<file path="src/rtl/mips_instr_encoder.sv">
// Field-level MIPS instruction encoder that streams assembled words into
// instruction memory at consecutive word addresses (program preload path).
module mips_instr_encoder #(
  parameter int                ADDR_W    = 8,
  parameter logic [ADDR_W-1:0] BASE_ADDR = {ADDR_W{1'b0}}
) (
  input  logic              clk,
  input  logic              rst,
  input  logic              start,
  input  logic              in_valid,
  output logic              in_ready,
  input  logic [3:0]        in_op,
  input  logic [4:0]        in_rs,
  input  logic [4:0]        in_rt,
  input  logic [4:0]        in_rd,
  input  logic [5:0]        in_funct,
  input  logic [15:0]       in_imm,
  input  logic [25:0]       in_target,
  input  logic              in_last,
  output logic              imem_we,
  output logic [ADDR_W-1:0] imem_addr,
  output logic [31:0]       imem_wdata,
  input  logic              imem_ack,
  output logic              busy,
  output logic              done,
  output logic              err_illegal_op,
  output logic              addr_wrap,
  output logic [ADDR_W:0]   word_count
);

  localparam logic [1:0] ST_IDLE   = 2'd0;
  localparam logic [1:0] ST_ACCEPT = 2'd1;
  localparam logic [1:0] ST_WRITE  = 2'd2;
  localparam logic [1:0] ST_DONE   = 2'd3;

  localparam logic [ADDR_W-1:0] ADDR_ZERO = {ADDR_W{1'b0}};
  localparam logic [ADDR_W-1:0] ADDR_ONE  = {{(ADDR_W-1){1'b0}}, 1'b1};
  localparam logic [ADDR_W:0]   CNT_ZERO  = {(ADDR_W+1){1'b0}};
  localparam logic [ADDR_W:0]   CNT_ONE   = {{ADDR_W{1'b0}}, 1'b1};
  localparam logic [ADDR_W:0]   CNT_MAX   = {(ADDR_W+1){1'b1}};

  function automatic logic op_is_legal(input logic [3:0] op);
    return (op <= 4'd8);
  endfunction

  function automatic logic [31:0] encode(
    input logic [3:0]  op,
    input logic [4:0]  rs,
    input logic [4:0]  rt,
    input logic [4:0]  rd,
    input logic [5:0]  funct,
    input logic [15:0] imm,
    input logic [25:0] target
  );
    logic [31:0] word;
    case (op)
      4'd0:    word = {6'b000000, rs, rt, rd, 5'b00000, funct};
      4'd1:    word = {6'b100011, rs, rt, imm};
      4'd2:    word = {6'b101011, rs, rt, imm};
      4'd3:    word = {6'b000100, rs, rt, imm};
      4'd4:    word = {6'b000101, rs, rt, imm};
      4'd5:    word = {6'b001000, rs, rt, imm};
      4'd6:    word = {6'b000010, target};
      4'd7:    word = {6'b000011, target};
      4'd8:    word = {6'b000000, rs, 15'b0, 6'b001000};
      default: word = 32'd0;
    endcase
    return word;
  endfunction

  logic [1:0]        r_state;
  logic [ADDR_W-1:0] r_addr;
  logic [31:0]       r_wdata;
  logic              r_last;
  logic              r_err;
  logic              r_wrap;
  logic [ADDR_W:0]   r_count;

  // Session FSM: accept fields, hold the encoded word until acked, then advance.
  always_ff @(posedge clk) begin
    if (rst) begin
      r_state <= ST_IDLE;
      r_addr  <= BASE_ADDR;
      r_wdata <= 32'd0;
      r_last  <= 1'b0;
      r_err   <= 1'b0;
      r_wrap  <= 1'b0;
      r_count <= CNT_ZERO;
    end else begin
      case (r_state)
        ST_IDLE: begin
          if (start) begin
            r_err   <= 1'b0;
            r_wrap  <= 1'b0;
            r_count <= CNT_ZERO;
            r_addr  <= BASE_ADDR;
            r_state <= ST_ACCEPT;
          end
        end
        ST_ACCEPT: begin
          if (in_valid) begin
            if (op_is_legal(in_op)) begin
              r_wdata <= encode(in_op, in_rs, in_rt, in_rd, in_funct, in_imm, in_target);
              r_last  <= in_last;
              r_state <= ST_WRITE;
            end else begin
              // Illegal op is dropped without consuming an address slot.
              r_err   <= 1'b1;
              r_state <= in_last ? ST_DONE : ST_ACCEPT;
            end
          end
        end
        ST_WRITE: begin
          if (imem_ack) begin
            r_addr <= r_addr + ADDR_ONE;
            if (&r_addr) begin
              r_wrap <= 1'b1;
            end
            if (r_count != CNT_MAX) begin
              r_count <= r_count + CNT_ONE;
            end
            r_state <= r_last ? ST_DONE : ST_ACCEPT;
          end
        end
        ST_DONE: begin
          r_state <= ST_IDLE;
        end
        default: begin
          r_state <= ST_IDLE;
        end
      endcase
    end
  end

  assign in_ready       = (r_state == ST_ACCEPT);
  assign imem_we        = (r_state == ST_WRITE);
  // Address bus is only meaningful during a write; keep it at zero otherwise.
  assign imem_addr      = imem_we ? r_addr : ADDR_ZERO;
  assign imem_wdata     = r_wdata;
  assign busy           = (r_state != ST_IDLE);
  assign done           = (r_state == ST_DONE);
  assign err_illegal_op = r_err;
  assign addr_wrap      = r_wrap;
  assign word_count     = r_count;

endmodule
</file>
<file path="config.mk">
export PLATFORM = sky130hd
export DESIGN_NAME = mips_instr_encoder
export DESIGN_NICKNAME = d
export VERILOG_FILES = /design/src/rtl/mips_instr_encoder.sv
export SDC_FILE = /design/constraint.sdc
export NUM_CORES = 1
export LEC_CHECK = 0
export ABC_AREA = 0
export BUFFER_PORTS_ARGS = -buffer_cell sky130_fd_sc_hd__buf_4
export CORE_MARGIN = 3
export CORE_UTILIZATION = 51
export CTS_CLUSTER_SIZE = 20
export DETAILED_ROUTE_END_ITERATION = 7
export PLACE_DENSITY = 0.94
export RECOVER_POWER = 50
export SLEW_MARGIN = 30
export SYNTH_ARGS = -nofsm -noshare
export SYNTH_HDL_FRONTEND = slang
export SYNTH_SLANG_ARGS = --single-unit
</file>
<file path="constraint.sdc">
create_clock -name clk -period 2.9 [get_ports clk]
set_input_delay 0.435 -clock clk [delete_from_list [all_inputs] [get_ports clk]]
set_output_delay 0.435 -clock clk [all_outputs]
set_load 0.01 [all_outputs]
</file>
==> run metrics, run 1 <==
status completed; worst min path class input port to flop; register area 1060 sq um; Tcrit/Tclk final 77.3%; gpl congestion 0.849; CP required 3.13 ns; slew margin rel. 48.2%; internal power 1.04 mW; GRT met1 Usage 29.1%; Clock power frac 28.2%; post-CTS sizing 0; CTS sink cnt 53; pin count of the biggest net entering global routing 42; nets 515; Setup-failing EPs final 0; CP Max Fanout 19; DIE AREA 6420 sq um; ys async rst share 0%; row count 26; remaining global-route overflow 0; gr usage total 25.4%; Syn. warnings 0; Leak 1.36 nW; CTS max path bufs 2; post-synthesis cell area 2800 sq um; Die Ht 80.1 um; actual slew at the worst max-slew pin 0.756 ns; Crit. End Element flop; most crowded layer after global routing met2; Num CTS Buffers 5; 1st-pass router iterations 5; placed insts 502; Post-Synthesis Cells 334; Post-DP HPWL 6.05 mm; first-pass GRT wire length 13.0 mm; drt via density 5.78; DRT iter0 DRCs 181; Buffers on Ports 126; post-route insts no fill 510; total via count in the routed design 2,948; Avg Inst Size Synth 8.38 sq um; share of layout cells above drive strength 1 24.5%; CTS Hold Bufs 0; clock skew 0.00461 ns; Post-synth EDFFs 0; WL per Instance 16.0 um; crit path DAT 2.47 ns; Initial Util 53.8%; prevailing post-synth register cell dfxtp_1; multi-input logic area 1550 sq um; Max Cap Viol 0; Post-CTS Setup Bufs 0; antenna violations before repair 0; fin. max-slew vios 0; power density over cell area 396 nW/um^2; Syn-to-layout area delta 29.0%; n_diodes 0; # IOs 128; most frequent cells in the layout buf_4 (85), dfxtp_1 (53), clkbuf_1 (44), nor2_1 (43), a21oi_1 (29); insertion delay to the later sink of the worst-skew pair 0.30 ns; Final Cell Area 3610 sq um; clock tree root driver cell clkbuf_8; Clock Pin Slew Worst Setup and Hold Paths 0.09 ns; Max Fclk 0.446 GHz; DRC viols 0; routed wire length 8.14 mm; fillers 436; post-route total power 1.43 mW; CP Launch Type flop; RSZ-0062 raised after global routing no; GR Util met3 6.05%; flops & latches, synth 53; Fin Setup TNS 0 ns; switch share 27.4%; Seq pwr share 53.2%; Mapped Nets 410; htree depth 2; chip width 80.1 um; combinational power share 18.6%; met2 Use GR 46.4%; CTS tree built; Core Box Area 5200 sq um; final hold violation count 0; commonest non-fill, non-tap cell in the layout buf_4; Net Switching 0.392 mW; DRT antenna net count 0; worst IR drop on VDD 290 uV; post-layout minimum cycle time 2.24 ns; count of unique library cells instantiated by Yosys 49; Setup Crit Path Kind flop to flop; register area share after synthesis 37.9%; placed cell areas 3690 sq um; vias in the first global route 2,873
sequential cells by signal, indices dropped and copies added, names as in the netlist:
name,cells
imem_wdata,31
word_count,9
r_addr,8
r_state,2
addr_wrap,1
err_illegal_op,1
r_last,1
path summary, 6_finish.rpt:
check	from	endpoint	slack, ns	cells past startpoint
setup / recovery	r_state[0]$_SDFFE_PP0P_	imem_wdata[20]$_SDFFE_PP0P_	0.66	5
hold / removal	in_last	r_last$_SDFFE_PP0P_	0.40	3
setup reg to reg	r_state[0]$_SDFFE_PP0P_	imem_wdata[20]$_SDFFE_PP0P_	0.66	5
hold reg to reg	imem_wdata[8]$_SDFFE_PP0P_	imem_wdata[8]$_SDFFE_PP0P_	0.46	2
synthesized netlist by cell type (5+ instances only):
| library cell | instances | area [sq um] |
|---|---|---|
| nand2_1 | 21 | 78.8 |
| nor2_1 | 43 | 161 |
| nand3_1 | 11 | 55.1 |
| dfxtp_1 | 53 | 1060 |
| xnor2_1 | 13 | 114 |
| mux2_2 | 5 | 56.3 |
| o221ai_1 | 5 | 43.8 |
| or3_1 | 6 | 37.5 |
| inv_1 | 7 | 26.3 |
| buf_2 | 10 | 50.1 |
| a211oi_1 | 7 | 52.6 |
| nor3_1 | 19 | 95.1 |
| clkbuf_1 | 11 | 41.3 |
| and2_1 | 9 | 56.3 |
| a21oi_1 | 29 | 145 |
| a221oi_1 | 15 | 131 |
| o21ai_0 | 5 | 25.0 |
| a32o_1 | 10 | 100 |
worst max-delay path, cell delays in order (launching register included):
cell	delay [ns]
dfxtp_1	0.68
nand3b_1	0.33
nor2b_2	0.57
buf_4	0.31
nand3_1	0.11
a21oi_1	0.17
final cells by class:
type	count	share of cell area [%]
inverters	7	0.728
multi-input cells	244	43.0
flip-flops and latches	53	29.4
clock inverters	2	0.277
clock buffers	6	2.01
well taps	70	2.43
repair buffers	128	22.1
routing by layer:
metal	share of wire (%)	vias to the layer above
met2	52	157
met4	1.8	0
met5	0	-
met3	9.0	17
met1	38	1364
li1	-	1410
cell families (layout without fill, tap and decap cells):
| group | after synthesis | in the layout | synth area share, % |
|---|---|---|---|
| DFF | 53 | 53 | 37.9 |
| other | 1 | 1 | 0.134 |
| buffers and inverters | 37 | 143 | 6.75 |
| xor gates and xnor gates | 13 | 13 | 4.07 |
| adders and majority gates | 3 | 3 | 1.34 |
| AOI/OAI and AO/OA | 81 | 81 | 21.1 |
| and+or+nand+nor | 137 | 137 | 25.3 |
| muxes | 9 | 9 | 3.44 |
power groups by stage:
stage	Clock, mW	Combinational, mW	Sequential [mW]
2_1_floorplan	0	0.147	0.777
3_3_place_gp	0	0.269	0.777
3_5_place_dp	0	0.277	0.778
4_1_cts	0.410	0.278	0.761
5_1_grt	0.432	0.289	0.764
6_report	0.403	0.266	0.761
metrics by stage:
stage / util, % / setup slack [ns] / hold slack (ns)
after floorplan: - / 0.969 / 0.433
after global placement: 70.9 / 0.547 / 0.442
after detailed placement: 71.0 / 0.617 / 0.449
after CTS: 72.5 / 0.661 / 0.396
after global routing: 69.4 / 0.501 / 0.416
final: 69.4 / 0.659 / 0.400
Power figures use the tool's default switching activity.
==> run 2, diff against run 1 <==
--- a/config.mk
+++ b/config.mk
@@ -8,10 +8,10 @@
 export ABC_AREA = 0
 export BUFFER_PORTS_ARGS = -buffer_cell sky130_fd_sc_hd__buf_4
 export CORE_MARGIN = 3
-export CORE_UTILIZATION = 51
+export CORE_UTILIZATION = 47
 export CTS_CLUSTER_SIZE = 20
 export DETAILED_ROUTE_END_ITERATION = 7
-export PLACE_DENSITY = 0.94
+export PLACE_DENSITY = 0.88
 export RECOVER_POWER = 50
 export SLEW_MARGIN = 30
 export SYNTH_ARGS = -nofsm -noshare
==> constraint.sdc (replaced) <==
create_clock -name clk -period 2.25 [get_ports clk]
set_input_delay 0.3375 -clock clk [delete_from_list [all_inputs] [get_ports clk]]
set_output_delay 0.3375 -clock clk [all_outputs]
set_load 0.01 [all_outputs]
==> run 2 against run 1 <==
First-iteration DRC count shrank 32%. Hold slack lost 0.11 ns. Wire length decreased by 7.0%. Setup slack lost 0.50 ns. Critical path type unchanged.
==> run metrics, run 2 (synthesis results as in run 1) <==
DRC viols 0; combinational power share 17.6%; Initial Util 49.6%; slowest CP cell a2111oi_0; status completed; Setup-failing EPs final 0; Seq pwr share 49.1%; Post-CTS Setup Bufs 0; post-CTS sizing 0; fillers 511; Largest stage delay, worst path 0.57 ns; Setup Crit Path Kind flop to flop; Net Switching 0.493 mW; DRT iter0 DRCs 123; Clock Pin Slew Worst Setup and Hold Paths 0.10 ns; DRT antenna net count 0; remaining global-route overflow 0; actual slew at the worst max-slew pin 0.673 ns; Die Ht 83.2 um; 1st-pass router iterations 4; CP Max Fanout 6; worst path cell trace ha_1, nand3_1, nor2_1, ha_1, nand3b_2, a2111oi_0, xnor2_1, nor2_1; switch share 24.8%; Fin Setup TNS 0 ns; Syn-to-layout area delta 32.4%; post-route total power 1.99 mW; CTS tree built; RSZ-0062 raised after global routing no; CP Launch Type flop; CP required 2.44 ns; Max Fclk 0.479 GHz; Largest register FFs 31; total via count in the routed design 2,899; final hold violation count 0; vias in the first global route 2,866; Buffers on Ports 126; # IOs 128; gpl congestion 0.806; commonest non-fill, non-tap cell in the layout buf_4; crit path DAT 2.28 ns; DIE AREA 6920 sq um; clock tree root driver cell clkbuf_8; pin count of the biggest net entering global routing 41; internal power 1.50 mW; Post-DP HPWL 5.82 mm; chip width 83.2 um; most frequent cells in the layout buf_4 (91), dfxtp_1 (53), clkbuf_1 (44), nor2_1 (43), a21oi_1 (29); setup slack after layout 0.162 ns; worst IR drop on VDD 296 uV; n_diodes 0; Num CTS Buffers 5; power density over cell area 537 nW/um^2; first-pass GRT wire length 12.6 mm; CTS Hold Bufs 0; Max Cap Viol 0; Crit. End Element flop; insertion delay to the later sink of the worst-skew pair 0.30 ns; CP bufs+invs 0; slew margin rel. 54.9%; post-layout minimum cycle time 2.09 ns; fin. max-slew vios 0; family with the most delay on the worst path compound AO/OA/AOI/OAI gates; Leak 1.41 nW; clock skew 0.0123 ns; htree depth 2; worst min path class input port to flop; Core Box Area 5640 sq um; Tcrit/Tclk final 92.8%; antenna violations before repair 0; gr usage total 21.5%; routed wire length 7.58 mm; CTS sink cnt 53; row count 27; nets 522; Clock power frac 33.3%; dpl ws 0.171 ns; CTS max path bufs 2; WL per Instance 14.6 um; drt via density 5.59; share of layout cells above drive strength 1 25.7%
==> run 2: final timing paths <==
path,to,start,slack (ns),cells after the start
worst max-delay path,word_count[6]$_SDFFE_PP0P_,word_count[0]$_SDFFE_PP0P_,0.16,8
worst min register to register,imem_wdata[16]$_SDFFE_PP0P_,imem_wdata[16]$_SDFFE_PP0P_,0.46,2
worst min-delay path,r_last$_SDFFE_PP0P_,in_last,0.29,3
worst max register to register,word_count[6]$_SDFFE_PP0P_,word_count[0]$_SDFFE_PP0P_,0.16,8
==> run 2: worst reg2reg max path, cell delays in order (launching register included) <==
cell and delay (ns):
dfxtp_1 0.37, ha_1 0.25, nand3_1 0.09, nor2_1 0.04, ha_1 0.17, nand3b_2 0.25, a2111oi_0 0.57, xnor2_1 0.18
nor2_1 0.05
==> run 2: final cells by class <==
type,instances,area (sq um),share of cell area (%)
clock buffer,7,86.3,2.33
clock inverter,1,30.0,0.810
inverter,7,26.3,0.709
multi-input combinational,244,1550,41.8
sequential,53,1060,28.6
tap,72,90.1,2.43
timing repair buffer,135,865,23.3
==> run 2: power by group through the flow <==
stage / Combinational, mW / Clock, mW / Sequential (mW)
detailed placement: 0.368 / 0 / 0.998
CTS: 0.369 / 0.680 / 0.976
global route: 0.385 / 0.715 / 0.979
global placement: 0.362 / 0 / 0.996
floorplan: 0.190 / 0 / 1.00
finish: 0.351 / 0.662 / 0.975
==> run 2: layer usage <==
layer  track usage [%]  vias up  part of all wire (%)
met5                 0        -                     0
li1                  -     1425                     -
met1              23.9     1338                    39
met4              7.13        0                   2.6
met2              38.0      120                    49
met3              7.74       16                   9.4
==> run 2: metrics by stage <==
stage                     util [%]  hold WS [ns]  cell area [sq um]  instances
after floorplan                  -         0.433               2800        334
after global placement        66.6         0.440               3760        511
after detailed placement      66.7         0.448               3760        511
after CTS                     68.7         0.284               3880        519
after global routing          65.7         0.281               3710        519
final                         65.7         0.292               3710        519
==> run 3, diff against run 2 <==
--- a/config.mk
+++ b/config.mk
@@ -11,6 +11,7 @@
 export CORE_UTILIZATION = 47
 export CTS_CLUSTER_SIZE = 20
 export DETAILED_ROUTE_END_ITERATION = 7
+export MAX_ROUTING_LAYER = met4
 export PLACE_DENSITY = 0.88
 export RECOVER_POWER = 50
 export SLEW_MARGIN = 30
==> run 3 against run 2 <==
Fmax about the same. Setup slack about the same. Hold slack about the same. Via count rose by 0.14%. First-iteration DRC count shrank 11%. Critical path depth did not move. Sequential power about the same. Clock skew is essentially flat. Global-route usage is 0.63 points higher. Total power decreased by 0.10%.
==> run metrics, run 3 (synthesis results as in run 1) <==
status completed; slew margin rel. 54.5%; first-pass GRT wire length 12.6 mm; chip width 83.2 um; Syn-to-layout area delta 32.4%; DRC viols 0; Die Ht 83.2 um; vias in the first global route 2,862; gr usage total 22.2%; RSZ-0062 raised after global routing no; share of layout cells above drive strength 1 25.7%; worst min path class input port to flop; total via count in the routed design 2,903; pin count of the biggest net entering global routing 41; Core Box Area 5640 sq um; combinational power share 17.7%; Seq pwr share 49.1%; row count 27; switch share 24.7%; Setup Crit Path Kind flop to flop; CTS tree built; post-layout minimum cycle time 2.09 ns; remaining global-route overflow 0; Leak 1.41 nW; register area 1060 sq um; power density over cell area 536 nW/um^2; Clock Pin Slew Worst Setup and Hold Paths 0.10 ns; WL per Instance 14.6 um; placed insts 511; post-route total power 1.99 mW; dpl ws 0.171 ns; CP required 2.44 ns; Initial Util 49.6%; drt via density 5.59; Reg-to-Reg Start word_count[0]$_SDFFE_PP0P_; Max Cap Viol 0; Crit. End Element flop; Post-DP HPWL 5.82 mm; crit path DAT 2.28 ns; CTS max path bufs 2; internal power 1.49 mW; # IOs 128; n_diodes 0; fin. max-slew vios 0; insertion delay to the later sink of the worst-skew pair 0.30 ns; nets 522; Tcrit/Tclk final 92.8%; htree depth 2; CP startpoint word_count[0]$_SDFFE_PP0P_; DRT iter0 DRCs 110; antenna violations before repair 0; Buffers on Ports 126; clock tree root driver cell clkbuf_8; final hold violation count 0; routed wire length 7.57 mm; Clock power frac 33.2%; Largest register FFs 31; actual slew at the worst max-slew pin 0.679 ns; post-CTS sizing 0; Net Switching 0.491 mW; Fin Setup TNS 0 ns; Setup-failing EPs final 0; setup slack after layout 0.162 ns; CTS sink cnt 53; most frequent cells in the layout buf_4 (91), dfxtp_1 (53), clkbuf_1 (44), nor2_1 (43), a21oi_1 (29); post-route insts no fill 519; fillers 511; commonest non-fill, non-tap cell in the layout buf_4; CP Launch Type flop; DRT antenna net count 0; 1st-pass router iterations 4; Hold Crit Start in_last; gpl congestion 0.818; DIE AREA 6920 sq um; Max Fclk 0.479 GHz; worst IR drop on VDD 296 uV; clock skew 0.0122 ns; CP Max Fanout 6; Post-CTS Setup Bufs 0; CTS Hold Bufs 0; multi-input logic area 1550 sq um; post-layout util 65.7%; Num CTS Buffers 5
==> run 3: cell counts in the layout (fill, tap and decap cells not counted) <==
Identical to the previous run, type by type.
==> run 3: power groups by stage <==
| stage | registers (mW) | clock network, mW | logic, mW |
|---|---|---|---|
| after floorplan | 1.00 | 0 | 0.190 |
| after global placement | 0.996 | 0 | 0.362 |
| after detailed placement | 0.998 | 0 | 0.368 |
| after CTS | 0.976 | 0.680 | 0.369 |
| after global routing | 0.979 | 0.715 | 0.385 |
| final | 0.976 | 0.660 | 0.351 |
==> run 3: layout make-up <==
class,instances,share of cell area (%)
Tap cell,72,2.43
Clock buffer,7,2.33
Clock inverter,1,0.810
Multi-Input combinational cell,244,41.8
Inverter,7,0.709
Timing Repair Buffer,135,23.3
Sequential cell,53,28.6
==> run 3: final timing paths <==
kind,slack [ns],end,cells after the start
worst max-delay path,0.16,word_count[6]$_SDFFE_PP0P_,8
worst min-delay path,0.29,r_last$_SDFFE_PP0P_,3
worst max register to register,0.16,word_count[6]$_SDFFE_PP0P_,8
worst min register to register,0.46,imem_wdata[16]$_SDFFE_PP0P_,2
==> run 3: critical path: stages (launching register included) <==
cell and delay (ns):
dfxtp_1 0.37, ha_1 0.25, nand3_1 0.09, nor2_1 0.04
ha_1 0.17, nand3b_2 0.25, a2111oi_0 0.57, xnor2_1 0.18
nor2_1 0.05
==> run 3: metal layers <==
layer	vias up	track usage, %	wire length, um
met4	0	7.13	205
li1	1426	-	-
met5	-	-	0
met3	18	6.45	642
met1	1335	24.8	2960
met2	124	37.9	3760
==> run 3: through the flow <==
| step | hold WS (ns) | instance area [sq um] |
|---|---|---|
| 6_report | 0.292 | 3710 |
| 5_1_grt | 0.281 | 3710 |
| 4_1_cts | 0.284 | 3880 |
| 3_5_place_dp | 0.448 | 3760 |
| 3_3_place_gp | 0.440 | 3760 |
| 2_1_floorplan | 0.433 | 2800 |
